[config.mk]
export PLATFORM = sky130hd
export DESIGN_NAME = counter_rate_scheduler_flat
export DESIGN_NICKNAME = d
export VERILOG_FILES = /design/src/rtl/counter_rate_scheduler_pkg.sv /design/src/rtl/counter_rate_scheduler_if.sv /design/src/rtl/counter_rate_scheduler_rate_prescaler.sv /design/src/rtl/counter_rate_scheduler.sv /design/src/flat_wrapper.sv
export SDC_FILE = /design/constraint.sdc
export NUM_CORES = 1
export LEC_CHECK = 0
export BUFFER_PORTS_ARGS = -buffer_cell sky130_fd_sc_hd__buf_2
export CELL_PAD_IN_SITES_DETAIL_PLACEMENT = 0
export CELL_PAD_IN_SITES_GLOBAL_PLACEMENT = 1
export CORE_MARGIN = 3
export CORE_UTILIZATION = 44
export DETAILED_ROUTE_END_ITERATION = 8
export GPL_TIMING_DRIVEN = 0
export PLACE_DENSITY_LB_ADDON = 0.1
export SYNTH_ARGS = -nofsm -noshare
export SYNTH_HDL_FRONTEND = slang
export SYNTH_SLANG_ARGS = --single-unit
[constraint.sdc]
create_clock -name clk_100MHz -period 2.4 [get_ports clk_100MHz]
set_clock_uncertainty 0.1 [all_clocks]
set_input_delay 0.36 -clock clk_100MHz [delete_from_list [all_inputs] [get_ports clk_100MHz]]
set_output_delay 0.36 -clock clk_100MHz [all_outputs]
set_load 0.05 [all_outputs]
[src/rtl/counter_rate_scheduler_pkg.sv]
// Shared types and constants for the counter rate scheduler.
package counter_sched_pkg;

    // Scheduler FSM states
    typedef enum logic [1:0] {
        IDLE = 2'd0,
        RUN  = 2'd1,
        DONE = 2'd2
    } state_e;

    // Latched rate mode of the granted requester
    typedef enum logic {
        MODE_SLOW = 1'b0,
        MODE_FAST = 1'b1
    } mode_e;

    localparam int NUM_REQ       = 2;
    localparam int DEF_SLOW_STEP = 1;
    localparam int DEF_FAST_STEP = 4;

    // One-hot grant vector for a requester index
    function automatic logic [NUM_REQ-1:0] onehot(input logic idx);
        return NUM_REQ'(1) << idx;
    endfunction

endpackage

[src/rtl/counter_rate_scheduler_if.sv]
// Requester-side handshake bundle: request, mode, step count, grant, done.
interface counter_rate_scheduler_if
    import counter_sched_pkg::*;
#(
    parameter int TICK_W = 8
);
    logic [NUM_REQ-1:0]        req;
    logic [NUM_REQ-1:0]        req_fast;
    logic [NUM_REQ*TICK_W-1:0] req_ticks;
    logic [NUM_REQ-1:0]        gnt;
    logic [NUM_REQ-1:0]        done;

    // Requester side drives the request fields
    modport master (
        output req, req_fast, req_ticks,
        input  gnt, done
    );

    // Scheduler side answers with grant and done
    modport slave (
        input  req, req_fast, req_ticks,
        output gnt, done
    );
endinterface

[src/rtl/counter_rate_scheduler_rate_prescaler.sv]
// Loadable step prescaler: counts 0..TC and pulses tc_o on the terminal
// count. Two terminal counts are selectable (slow / fast rate).
module rate_prescaler #(
    parameter int unsigned      DIV_W   = 32,
    parameter logic [DIV_W-1:0] SLOW_TC = '0,
    parameter logic [DIV_W-1:0] FAST_TC = '0
) (
    input  logic clk_100MHz,
    input  logic rst_n,
    input  logic clear_i,
    input  logic en_i,
    input  logic fast_i,
    output logic tc_o
);
    logic [DIV_W-1:0] cnt_q, cnt_d;
    logic [DIV_W-1:0] term;

    assign term = fast_i ? FAST_TC : SLOW_TC;
    assign tc_o = en_i && (cnt_q == term);

    // Next count: clear wins, otherwise wrap to zero on terminal count
    always_comb begin
        // NOTE: every combinational output gets a default first so no latch is inferred.
        cnt_d = cnt_q;
        if (clear_i) begin
            cnt_d = '0;
        end else if (en_i) begin
            cnt_d = tc_o ? '0 : cnt_q + DIV_W'(1);
        end
    end

    // Count register
    always_ff @(posedge clk_100MHz or negedge rst_n) begin
        // NOTE: sequential state uses non-blocking assignments only.
        if (!rst_n) cnt_q <= '0;
        else        cnt_q <= cnt_d;
    end

endmodule

[src/rtl/counter_rate_scheduler.sv]
// Round-robin scheduler sharing one dual-speed counter between two
// requesters. The winner's mode and step count are latched at grant; the
// prescaler paces step strobes of SLOW_STEP or FAST_STEP.
// Optional build macro COUNTER_SCHED_ABORT_EN: dropping req while running
// ends the run early (done still pulses). Without it, req drops are ignored
// until the run completes.
module counter_rate_scheduler
    import counter_sched_pkg::*;
#(
    parameter int unsigned SLOW_DIV  = 100000000,
    parameter int unsigned FAST_DIV  = 25000000,
    parameter int unsigned SLOW_STEP = DEF_SLOW_STEP,
    parameter int unsigned FAST_STEP = DEF_FAST_STEP,
    parameter int unsigned DIV_W     = 32,
    parameter int unsigned TICK_W    = 8
) (
    input  logic                     clk_100MHz,
    input  logic                     rst_n,
    counter_rate_scheduler_if.slave  req_if,
    output logic                     step_valid_o,
    output logic [7:0]               step_val_o,
    output logic                     busy_o
);
    localparam logic [DIV_W-1:0] SLOW_TC     = DIV_W'(SLOW_DIV - 1);
    localparam logic [DIV_W-1:0] FAST_TC     = DIV_W'(FAST_DIV - 1);
    localparam logic [7:0]       SLOW_STEP_V = 8'(SLOW_STEP);
    localparam logic [7:0]       FAST_STEP_V = 8'(FAST_STEP);

    state_e               state_q, state_d;
    logic [NUM_REQ-1:0]   gnt_q, gnt_d;
    logic [NUM_REQ-1:0]   done_q, done_d;
    logic                 step_valid_q, step_valid_d;
    logic [7:0]           step_val_q, step_val_d;
    logic [TICK_W-1:0]    ticks_left_q, ticks_left_d;
    mode_e                mode_q, mode_d;
    logic                 last_gnt_q, last_gnt_d;
    logic                 gnt_idx_q, gnt_idx_d;

    logic                 arb_valid;
    logic                 arb_idx;
    logic [TICK_W-1:0]    req_ticks_sel;
    logic                 abort;
    logic                 presc_clear;
    logic                 presc_en;
    logic                 presc_tc;

    rate_prescaler #(
        .DIV_W   (DIV_W),
        .SLOW_TC (SLOW_TC),
        .FAST_TC (FAST_TC)
    ) u_prescaler (
        .clk_100MHz (clk_100MHz),
        .rst_n      (rst_n),
        .clear_i    (presc_clear),
        .en_i       (presc_en),
        .fast_i     (mode_q == MODE_FAST),
        .tc_o       (presc_tc)
    );

    // Round-robin pick; a tie goes to the requester that was not served last.
    // No arbitration while the previous done pulse is still on the bus.
    always_comb begin
        arb_idx = 1'b0;
        case (req_if.req)
            2'b01:   arb_idx = 1'b0;
            2'b10:   arb_idx = 1'b1;
            2'b11:   arb_idx = ~last_gnt_q;
            default: arb_idx = 1'b0;
        endcase
        arb_valid     = (|req_if.req) && !(|done_q);
        req_ticks_sel = arb_idx ? req_if.req_ticks[TICK_W +: TICK_W]
                                : req_if.req_ticks[0 +: TICK_W];
    end

`ifdef COUNTER_SCHED_ABORT_EN
    assign abort = (state_q == RUN) && !req_if.req[gnt_idx_q];
`else
    assign abort = 1'b0;
`endif

    // State register
    always_ff @(posedge clk_100MHz or negedge rst_n) begin
        if (!rst_n) state_q <= IDLE;
        else        state_q <= state_d;
    end

    // Next-state decode
    always_comb begin
        state_d = state_q;
        case (state_q)
            IDLE: if (arb_valid) state_d = (req_ticks_sel == '0) ? DONE : RUN;
            RUN:  if ((presc_tc && ticks_left_q == TICK_W'(1)) || abort) state_d = DONE;
            DONE: state_d = IDLE;
            default: state_d = IDLE;
        endcase
    end

    // Output and datapath next values for the registered outputs
    always_comb begin
        gnt_d        = gnt_q;
        done_d       = '0;
        step_valid_d = 1'b0;
        step_val_d   = '0;
        ticks_left_d = ticks_left_q;
        mode_d       = mode_q;
        last_gnt_d   = last_gnt_q;
        gnt_idx_d    = gnt_idx_q;
        presc_clear  = 1'b0;
        presc_en     = 1'b0;
        case (state_q)
            IDLE: begin
                if (|done_q) begin
                    // Grant is retired together with the done pulse
                    gnt_d = '0;
                end else if (arb_valid) begin
                    gnt_d        = onehot(arb_idx);
                    gnt_idx_d    = arb_idx;
                    mode_d       = mode_e'(req_if.req_fast[arb_idx]);
                    ticks_left_d = req_ticks_sel;
                    presc_clear  = 1'b1;
                end
            end
            RUN: begin
                presc_en = 1'b1;
                if (presc_tc) begin
                    step_valid_d = 1'b1;
                    step_val_d   = (mode_q == MODE_FAST) ? FAST_STEP_V : SLOW_STEP_V;
                    ticks_left_d = ticks_left_q - TICK_W'(1);
                end
            end
            DONE: begin
                done_d     = gnt_q;
                last_gnt_d = gnt_idx_q;
            end
            default: ;
        endcase
    end

    // Registered outputs and latched request context
    always_ff @(posedge clk_100MHz or negedge rst_n) begin
        if (!rst_n) begin
            gnt_q        <= '0;
            done_q       <= '0;
            step_valid_q <= 1'b0;
            step_val_q   <= '0;
            ticks_left_q <= '0;
            mode_q       <= MODE_SLOW;
            last_gnt_q   <= 1'b1;
            gnt_idx_q    <= 1'b0;
        end else begin
            gnt_q        <= gnt_d;
            done_q       <= done_d;
            step_valid_q <= step_valid_d;
            step_val_q   <= step_val_d;
            ticks_left_q <= ticks_left_d;
            mode_q       <= mode_d;
            last_gnt_q   <= last_gnt_d;
            gnt_idx_q    <= gnt_idx_d;
        end
    end

    assign req_if.gnt   = gnt_q;
    assign req_if.done  = done_q;
    assign step_valid_o = step_valid_q;
    assign step_val_o   = step_val_q;
    assign busy_o       = (state_q != IDLE);

endmodule

[src/flat_wrapper.sv]
// flat-port wrapper written by rule: the top's interface ports become plain ports
module counter_rate_scheduler_flat import counter_sched_pkg::*;
#(
    parameter int unsigned SLOW_DIV  = 100000000,
    parameter int unsigned FAST_DIV  = 25000000,
    parameter int unsigned SLOW_STEP = DEF_SLOW_STEP,
    parameter int unsigned FAST_STEP = DEF_FAST_STEP,
    parameter int unsigned DIV_W     = 32,
    parameter int unsigned TICK_W    = 8
)
  (clk_100MHz, rst_n, step_valid_o, step_val_o, busy_o, req_if_req, req_if_req_fast, req_if_req_ticks, req_if_gnt, req_if_done);
  counter_rate_scheduler_if #(.TICK_W(TICK_W)) req_if_i ();
  input  logic clk_100MHz;
  input  logic rst_n;
  output logic step_valid_o;
  output logic [7:0] step_val_o;
  output logic busy_o;
  input wire logic [$bits(req_if_i.req)-1:0] req_if_req;
  input wire logic [$bits(req_if_i.req_fast)-1:0] req_if_req_fast;
  input wire logic [$bits(req_if_i.req_ticks)-1:0] req_if_req_ticks;
  output wire logic [$bits(req_if_i.gnt)-1:0] req_if_gnt;
  output wire logic [$bits(req_if_i.done)-1:0] req_if_done;
  assign req_if_i.req = req_if_req;
  assign req_if_i.req_fast = req_if_req_fast;
  assign req_if_i.req_ticks = req_if_req_ticks;
  assign req_if_gnt = req_if_i.gnt;
  assign req_if_done = req_if_i.done;
  counter_rate_scheduler #(.SLOW_DIV(SLOW_DIV), .FAST_DIV(FAST_DIV), .SLOW_STEP(SLOW_STEP), .FAST_STEP(FAST_STEP), .DIV_W(DIV_W), .TICK_W(TICK_W)) u_core (.clk_100MHz(clk_100MHz), .rst_n(rst_n), .req_if(req_if_i), .step_valid_o(step_valid_o), .step_val_o(step_val_o), .busy_o(busy_o));
endmodule
==> impl_metrics.json, run 1 <==
{
  "yosysWarnings": 0,
  "grt_max_degree": 53,
  "cts_sinks": 52,
  "cts_root_buffer": "clkbuf_8",
  "finalSetupTns_ns": 0,
  "regArea_um2": 1300,
  "total_power_mw": 1.79,
  "min_path_type": "input port to asynchronous set/reset pin",
  "dieArea_um2": 8360,
  "cp_max_fo": 6,
  "max_freq_mhz": 427,
  "ios": 36,
  "synthAdderAreaFrac_pct": 1.17,
  "grt_pass1_wl_um": 14900,
  "syn_area_um2": 3210,
  "synth_top_family_by_area": "simple AND/OR/NAND/NOR gates",
  "io_buffers": 29,
  "rsz0062_at_grt": "yes",
  "fin_hold_ws_ns": 0.185,
  "numCtsBuffers": 5,
  "drtAntennaViolNets": 0,
  "routed_wl_um": 8950,
  "setup.worst_path.start": "u_core.u_prescaler.cnt_q[0]",
  "htree_levels": 2,
  "final.min_clock_period_ns": 2.34,
  "rows": 30,
  "wl_per_cell_um": 17.5,
  "synth_compound_area_share_pct": 16.5,
  "critPathArrivalTime_ns": 2.45,
  "r2r_setup_slack_ns": 0.06,
  "syn-mean-instance-area_um2": 8.61,
  "cts_tree": "done",
  "insertion_delay_ns": 0.31,
  "worstMarginPinSlew_ns": 1.17,
  "dp_cells": 503,
  "synth_area_leaders": "dfrtp_1 40%, nand2_1 6.9%, nand3_1 5.3%",
  "crit_type": "flip-flop to flip-flop",
  "required_ns": 2.50,
  "drv_slew": 0,
  "ir_worst_vdd_mv": 0.191,
  "first_iter_violations": 187,
  "r2r_start": "u_core.u_prescaler.cnt_q[0]",
  "power.density_nw_per_um2": 491,
  "grt-ovfl-total": 0,
  "drive_above_1_share_pct": 17.7,
  "hold_viol_final": 0,
  "fin_cells": 513,
  "p_leak_nw": 1.53,
  "synthSimpleGateAreaFrac_pct": 31.5,
  "nets": 441,
  "relSlewSlack_pct": 21.8,
  "grt_pass1_vias": 2890,
  "max_cap_violations": 0,
  "core_area_um2": 6940,
  "fill_cells": 690,
  "area_delta_synth_final_pct": 13.9,
  "crit_path_start_kind": "flip-flop",
  "synth-edff-count": 0,
  "setup_viol": 0,
  "synth_cells": 373,
  "synth_xor_area_share_pct": 1.91,
  "ys.flop_type": "dfrtp_1",
  "antenna_cells": 0,
  "synth.yosys.seq_area_share_pct": 40.6,
  "hpwlAfterDp_um": 6450,
  "cp-end-kind": "flip-flop",
  "grt_use_total_pct": 22.2,
  "dr.pass1.iters": 4,
  "routabilityCongestion": 0.879,
  "async_flop_share_pct": 100,
  "synth.distinct_cells": 60,
  "die_h_um": 91.4,
  "vias": 3000,
  "routed_via_density": 5.85,
  "start_util_pct": 46.2,
  "clock_path_buffers": 2,
  "synth_top_area_share_pct": 39.8,
  "yosysTopAreaCell": "dfrtp_1",
  "die_w_um": 91.4,
  "fin_crit_sh_pct": 97.6,
  "multiInputGateArea_um2": 1780,
  "status": "complete, no violations",
  "synthMuxAreaShare_pct": 2.57,
  "synth_seq_cells": 52,
  "clk_pin_slew_worst_paths_ns": 0.09,
  "hold_buffers": 0,
  "drc": 0,
  "antenna_found_initial": 0
}
==> path summary, 6_finish.rpt <==
check | to | depth (start not counted)
setup reg to reg | u_core.u_prescaler.cnt_q[26] | 6
hold reg to reg | u_core.gnt_idx_q | 2
min in group clk_100MHz | u_core.mode_q | 3
hold / removal | u_core.u_prescaler.cnt_q[2] | 1
setup / recovery | u_core.u_prescaler.cnt_q[26] | 6
max in group asynchronous | u_core.mode_q | 1
==> state kept, by name (all words and copies together) (netlist names), 2 cells and up <==
signal / flops
u_core.u_prescaler.cnt_q: 32
u_core.ticks_left_q: 8
u_core.req_if.done: 2
u_core.req_if.gnt: 2
u_core.state_q: 2
u_core.step_val_o: 2
==> worst max-delay path, stage by stage (launching register included) <==
cell     delay, ns
dfrtp_1       0.41
ha_2          0.24
nand3_1       0.26
nor4_2        0.54
nand3_1       0.20
and4_1        0.24
a211o_1       0.26
==> layout by cell type (no fill, tap or decap), types with 6 or more instances in the layout <==
master,Yosys,layout
mux2i_1,6,6
a31oi_1,10,9
inv_1,10,10
buf_2,1,31
dfrtp_1,51,50
nand2_1,59,59
nand4_1,19,19
conb_1,1,6
and3_1,9,9
nor3_1,9,9
o22ai_1,7,7
clkbuf_8,0,7
o21ai_0,20,20
buf_4,7,9
nor4_1,12,11
and2_1,8,8
nor2_1,17,14
clkbuf_1,13,10
nand3_1,34,34
==> cell families (layout without fill, tap and decap cells) <==
family,Yosys count,in the layout
other,1,6
AO/OA/AOI/OAI,74,74
multiplexers,8,8
AND/OR/NAND/NOR,193,193
buffers and inverters,35,74
flip-flops,52,52
XOR/XNOR,7,7
adder cells (fa/ha/maj),3,3
==> per-layer routing <==
layer	global-route usage, %	share of wire [%]
met5	0	0
met4	5.90	1.1
met3	3.23	5.3
met2	33.7	44
met1	33.0	49
==> final cells by class <==
class	instances	area share, %
Timing Repair Buffer	32	4.52
Buffer	24	4.00
Sequential cell	52	35.7
Clock buffer	8	2.74
Tap cell	96	3.29
Inverter	10	1.03
Multi-Input combinational cell	291	48.8
==> where the power goes <==
group	switching [mW]	internal [mW]
sequential	0.0774	0.932
combinational	0.142	0.0899
clock	0.289	0.264
==> Yosys cell counts, types with 3 or more instances <==
cell type and number:
dfrtp_1 51, or3_1 3, ha_1 3, o22ai_1 7
nor2_1 17, and2_1 8, buf_4 7, mux2i_1 6
nor4_1 12, a22o_1 5, a21oi_1 5, xor2_1 5
nand4_1 19, a22oi_1 3, or4_1 4, and3_1 9
nand2_1 59, buf_6 3, nand3_1 34, a31oi_1 10
nor3_1 9, nor2b_1 5, o21ai_0 20, clkbuf_1 13
inv_1 10
==> what timing repair did <==
item / in CTS / in global routing
buffers inserted: 0 / 2
endpoints found under the setup margin: 11 / 38
pin swaps: 0 / 3
endpoints found under the hold margin: 0 / 0
resized for setup: 3 / 12
gates cloned: 0 / 1
==> metrics by stage <==
step / cell area [um^2] / setup WS, ns / util (%)
6_report: 3660 / 0.0572 / 52.6
5_1_grt: 3660 / -0.0886 / 52.6
4_1_cts: 3600 / 0.0367 / 51.9
3_5_place_dp: 3490 / -0.248 / 50.3
3_3_place_gp: 3490 / -0.253 / 50.3
2_1_floorplan: 3230 / 0.246 / -
(Power assumes the default switching activity.)
==> inputs of run 2 (changes only) <==
--- a/config.mk
+++ b/config.mk
@@ -8,11 +8,11 @@
 export BUFFER_PORTS_ARGS = -buffer_cell sky130_fd_sc_hd__buf_2
 export CELL_PAD_IN_SITES_DETAIL_PLACEMENT = 0
 export CELL_PAD_IN_SITES_GLOBAL_PLACEMENT = 1
-export CORE_MARGIN = 3
 export CORE_UTILIZATION = 44
 export DETAILED_ROUTE_END_ITERATION = 8
 export GPL_TIMING_DRIVEN = 0
 export PLACE_DENSITY_LB_ADDON = 0.1
+export RECOVER_POWER = 100
 export SYNTH_ARGS = -nofsm -noshare
 export SYNTH_HDL_FRONTEND = slang
 export SYNTH_SLANG_ARGS = --single-unit
==> impl_metrics.json, run 2 (synthesis results as in run 1) <==
{
  "comb_power_share_pct": 12.5,
  "routed_via_density": 5.91,
  "hpwlAfterDp_um": 6300,
  "nets": 439,
  "min_path_type": "input port to flip-flop",
  "antenna_cells": 0,
  "fill_cells": 699,
  "r2r_cells": 7,
  "p_leak_nw": 1.48,
  "crit_path_start_kind": "flip-flop",
  "swShare_pct": 28.3,
  "total_power_mw": 1.86,
  "cp-end-kind": "flip-flop",
  "clkPwrFrac_pct": 33.3,
  "grt_max_degree": 53,
  "r2r_start": "u_core.u_prescaler.cnt_q[6]",
  "top_regs": "u_core.u_prescaler.cnt_q (32), u_core.ticks_left_q (8)",
  "htree_levels": 2,
  "routed_wl_um": 8750,
  "switchingPower_mw": 0.526,
  "worstMarginPinSlew_ns": 1.31,
  "final.min_clock_period_ns": 2.34,
  "grt-ovfl-total": 0,
  "layout_setup_ws_ns": 0.0619,
  "numCtsBuffers": 5,
  "core_area_um2": 6910,
  "drive_above_1_share_pct": 15.2,
  "r2r_end": "u_core.u_prescaler.cnt_q[24]",
  "routabilityCongestion": 0.842,
  "die_w_um": 87.4,
  "regMostFlops": "u_core.u_prescaler.cnt_q",
  "max_freq_mhz": 428,
  "drtAntennaViolNets": 0,
  "rows": 30,
  "setup_viol": 0,
  "hold_buffers": 0,
  "antenna_found_initial": 0,
  "dieArea_um2": 7640,
  "drc": 0,
  "area_delta_synth_final_pct": 13.5,
  "r2r_setup_slack_ns": 0.06,
  "grt_pass1_wl_um": 14100,
  "largest_register_ffs": 32,
  "crit_path_top_delay_cell": "or4b_4",
  "crit_path_frequent_cell": "buf_6",
  "layout_common_cells": "59 x nand2_1, 50 x dfrtp_1, 34 x nand3_1",
  "setup.worst_path.start": "u_core.u_prescaler.cnt_q[6]",
  "ios": 36,
  "dp_cells": 503,
  "clk_pin_slew_worst_paths_ns": 0.10,
  "die_h_um": 87.4,
  "multiInputGateArea_um2": 1790,
  "mostFrequentLayoutCell": "nand2_1",
  "regArea_um2": 1300,
  "drv_slew": 0,
  "vias": 3018,
  "worstPathCellList": "buf_6 -> or4b_4 -> o22ai_4 -> o2111ai_4 -> buf_6 -> and2_0 -> a22o_1",
  "fin_crit_sh_pct": 97.4,
  "slowest_delay_ns": 0.55,
  "insertion_delay_ns": 0.32,
  "setup.worst_path.end": "u_core.u_prescaler.cnt_q[24]",
  "crit_type": "flip-flop to flip-flop",
  "relSlewSlack_pct": 12.4,
  "ir_worst_vdd_mv": 0.264,
  "critPathArrivalTime_ns": 2.46,
  "place_ws_ns": -0.229,
  "cp_max_fo": 10,
  "start_util_pct": 46.5,
  "rsz0062_at_grt": "no",
  "cts_sinks": 52,
  "first_iter_violations": 223,
  "grt_use_total_pct": 24.6,
  "internal_power_mw": 1.33,
  "seqPwrFrac_pct": 54.2,
  "required_ns": 2.52,
  "fin_cells": 511,
  "cts_tree": "done",
  "wl_per_cell_um": 17.1,
  "hold_viol_final": 0,
  "dr.pass1.iters": 5,
  "io_buffers": 29,
  "grt_pass1_vias": 2650,
  "status": "complete, no violations",
  "fin_hold_ws_ns": 0.181,
  "power.density_nw_per_um2": 510,
  "max_cap_violations": 0,
  "cts_root_buffer": "clkbuf_8",
  "clock_path_buffers": 2
}
run 2: cell types whose count changed in the layout (fill, tap and decap cells not counted), sizes merged:
| cell | before | now |
|---|---|---|
| clkbuf | 20 | 28 |
| clkinv | 0 | 1 |
| buf | 44 | 32 |
| bufinv | 0 | 1 |
run 2: power groups by stage:
| stage | logic, mW | registers [mW] | clock network, mW |
|---|---|---|---|
| floorplan | 0.160 | 1.00 | 0 |
| global placement | 0.221 | 1.02 | 0 |
| detailed placement | 0.226 | 1.02 | 0 |
| CTS | 0.228 | 1.01 | 0.624 |
| global route | 0.261 | 1.02 | 0.652 |
| finish | 0.233 | 1.01 | 0.618 |
run 2: area by class of cell:
| type | instances | area share (%) |
|---|---|---|
| Inverter | 10 | 1.03 |
| Clock buffer | 6 | 1.99 |
| Multi-Input combinational cell | 291 | 49.2 |
| Sequential cell | 52 | 35.8 |
| Tap cell | 96 | 3.30 |
| Buffer | 24 | 3.85 |
| Clock inverter | 2 | 0.962 |
| Timing Repair Buffer | 30 | 3.91 |
run 2: how the worst min path moves through the flow:
| stage | start | end | slack, ns | cells past startpoint |
|---|---|---|---|---|
| 2_1_floorplan | rst_n | u_core.gnt_idx_q | -0.04 | 0 |
| 3_3_place_gp | u_core.gnt_idx_q | u_core.gnt_idx_q | 0.37 | 2 |
| 3_5_place_dp | u_core.gnt_idx_q | u_core.gnt_idx_q | 0.38 | 2 |
| 4_1_cts | req_if_req_fast[0] | u_core.mode_q | 0.19 | 3 |
| 5_1_grt | req_if_req_fast[0] | u_core.mode_q | 0.20 | 3 |
| 6_report | req_if_req_fast[0] | u_core.mode_q | 0.18 | 3 |
run 2: worst max-delay path: cells and delay by family, from the launching register on:
kind                   cells  cell delay [ns]
AO/OA/AOI/OAI              3             0.62
buffers and inverters      2             0.35
flip-flops                 1             0.38
AND/OR/NAND/NOR            2             0.79
run 2: per-stage QoR:
step           util [%]  area (um^2)  setup TNS [ns]
2_1_floorplan         -         3230               0
3_3_place_gp       50.6         3490           -2.63
3_5_place_dp       50.6         3490           -2.28
4_1_cts            52.3         3610               0
5_1_grt            52.8         3640               0
6_report           52.8         3640               0
run 2: layer usage:
layer  vias to the layer above  wire length [um]  GRT usage (%)
met5                         -                 0              0
met4                         0                74           6.41
met3                         6               388           3.13
met2                        96              3810           35.7
met1                      1447              4480           38.1
li1                       1469                 -              -
run 2: what timing repair did:
action                                  4_1_cts  5_1_grt
gates resized for setup                       3        9
setup buffers                                 0        1
cloned                                        0        0
endpoints found under the setup margin       11       36
pin swaps                                     0        2
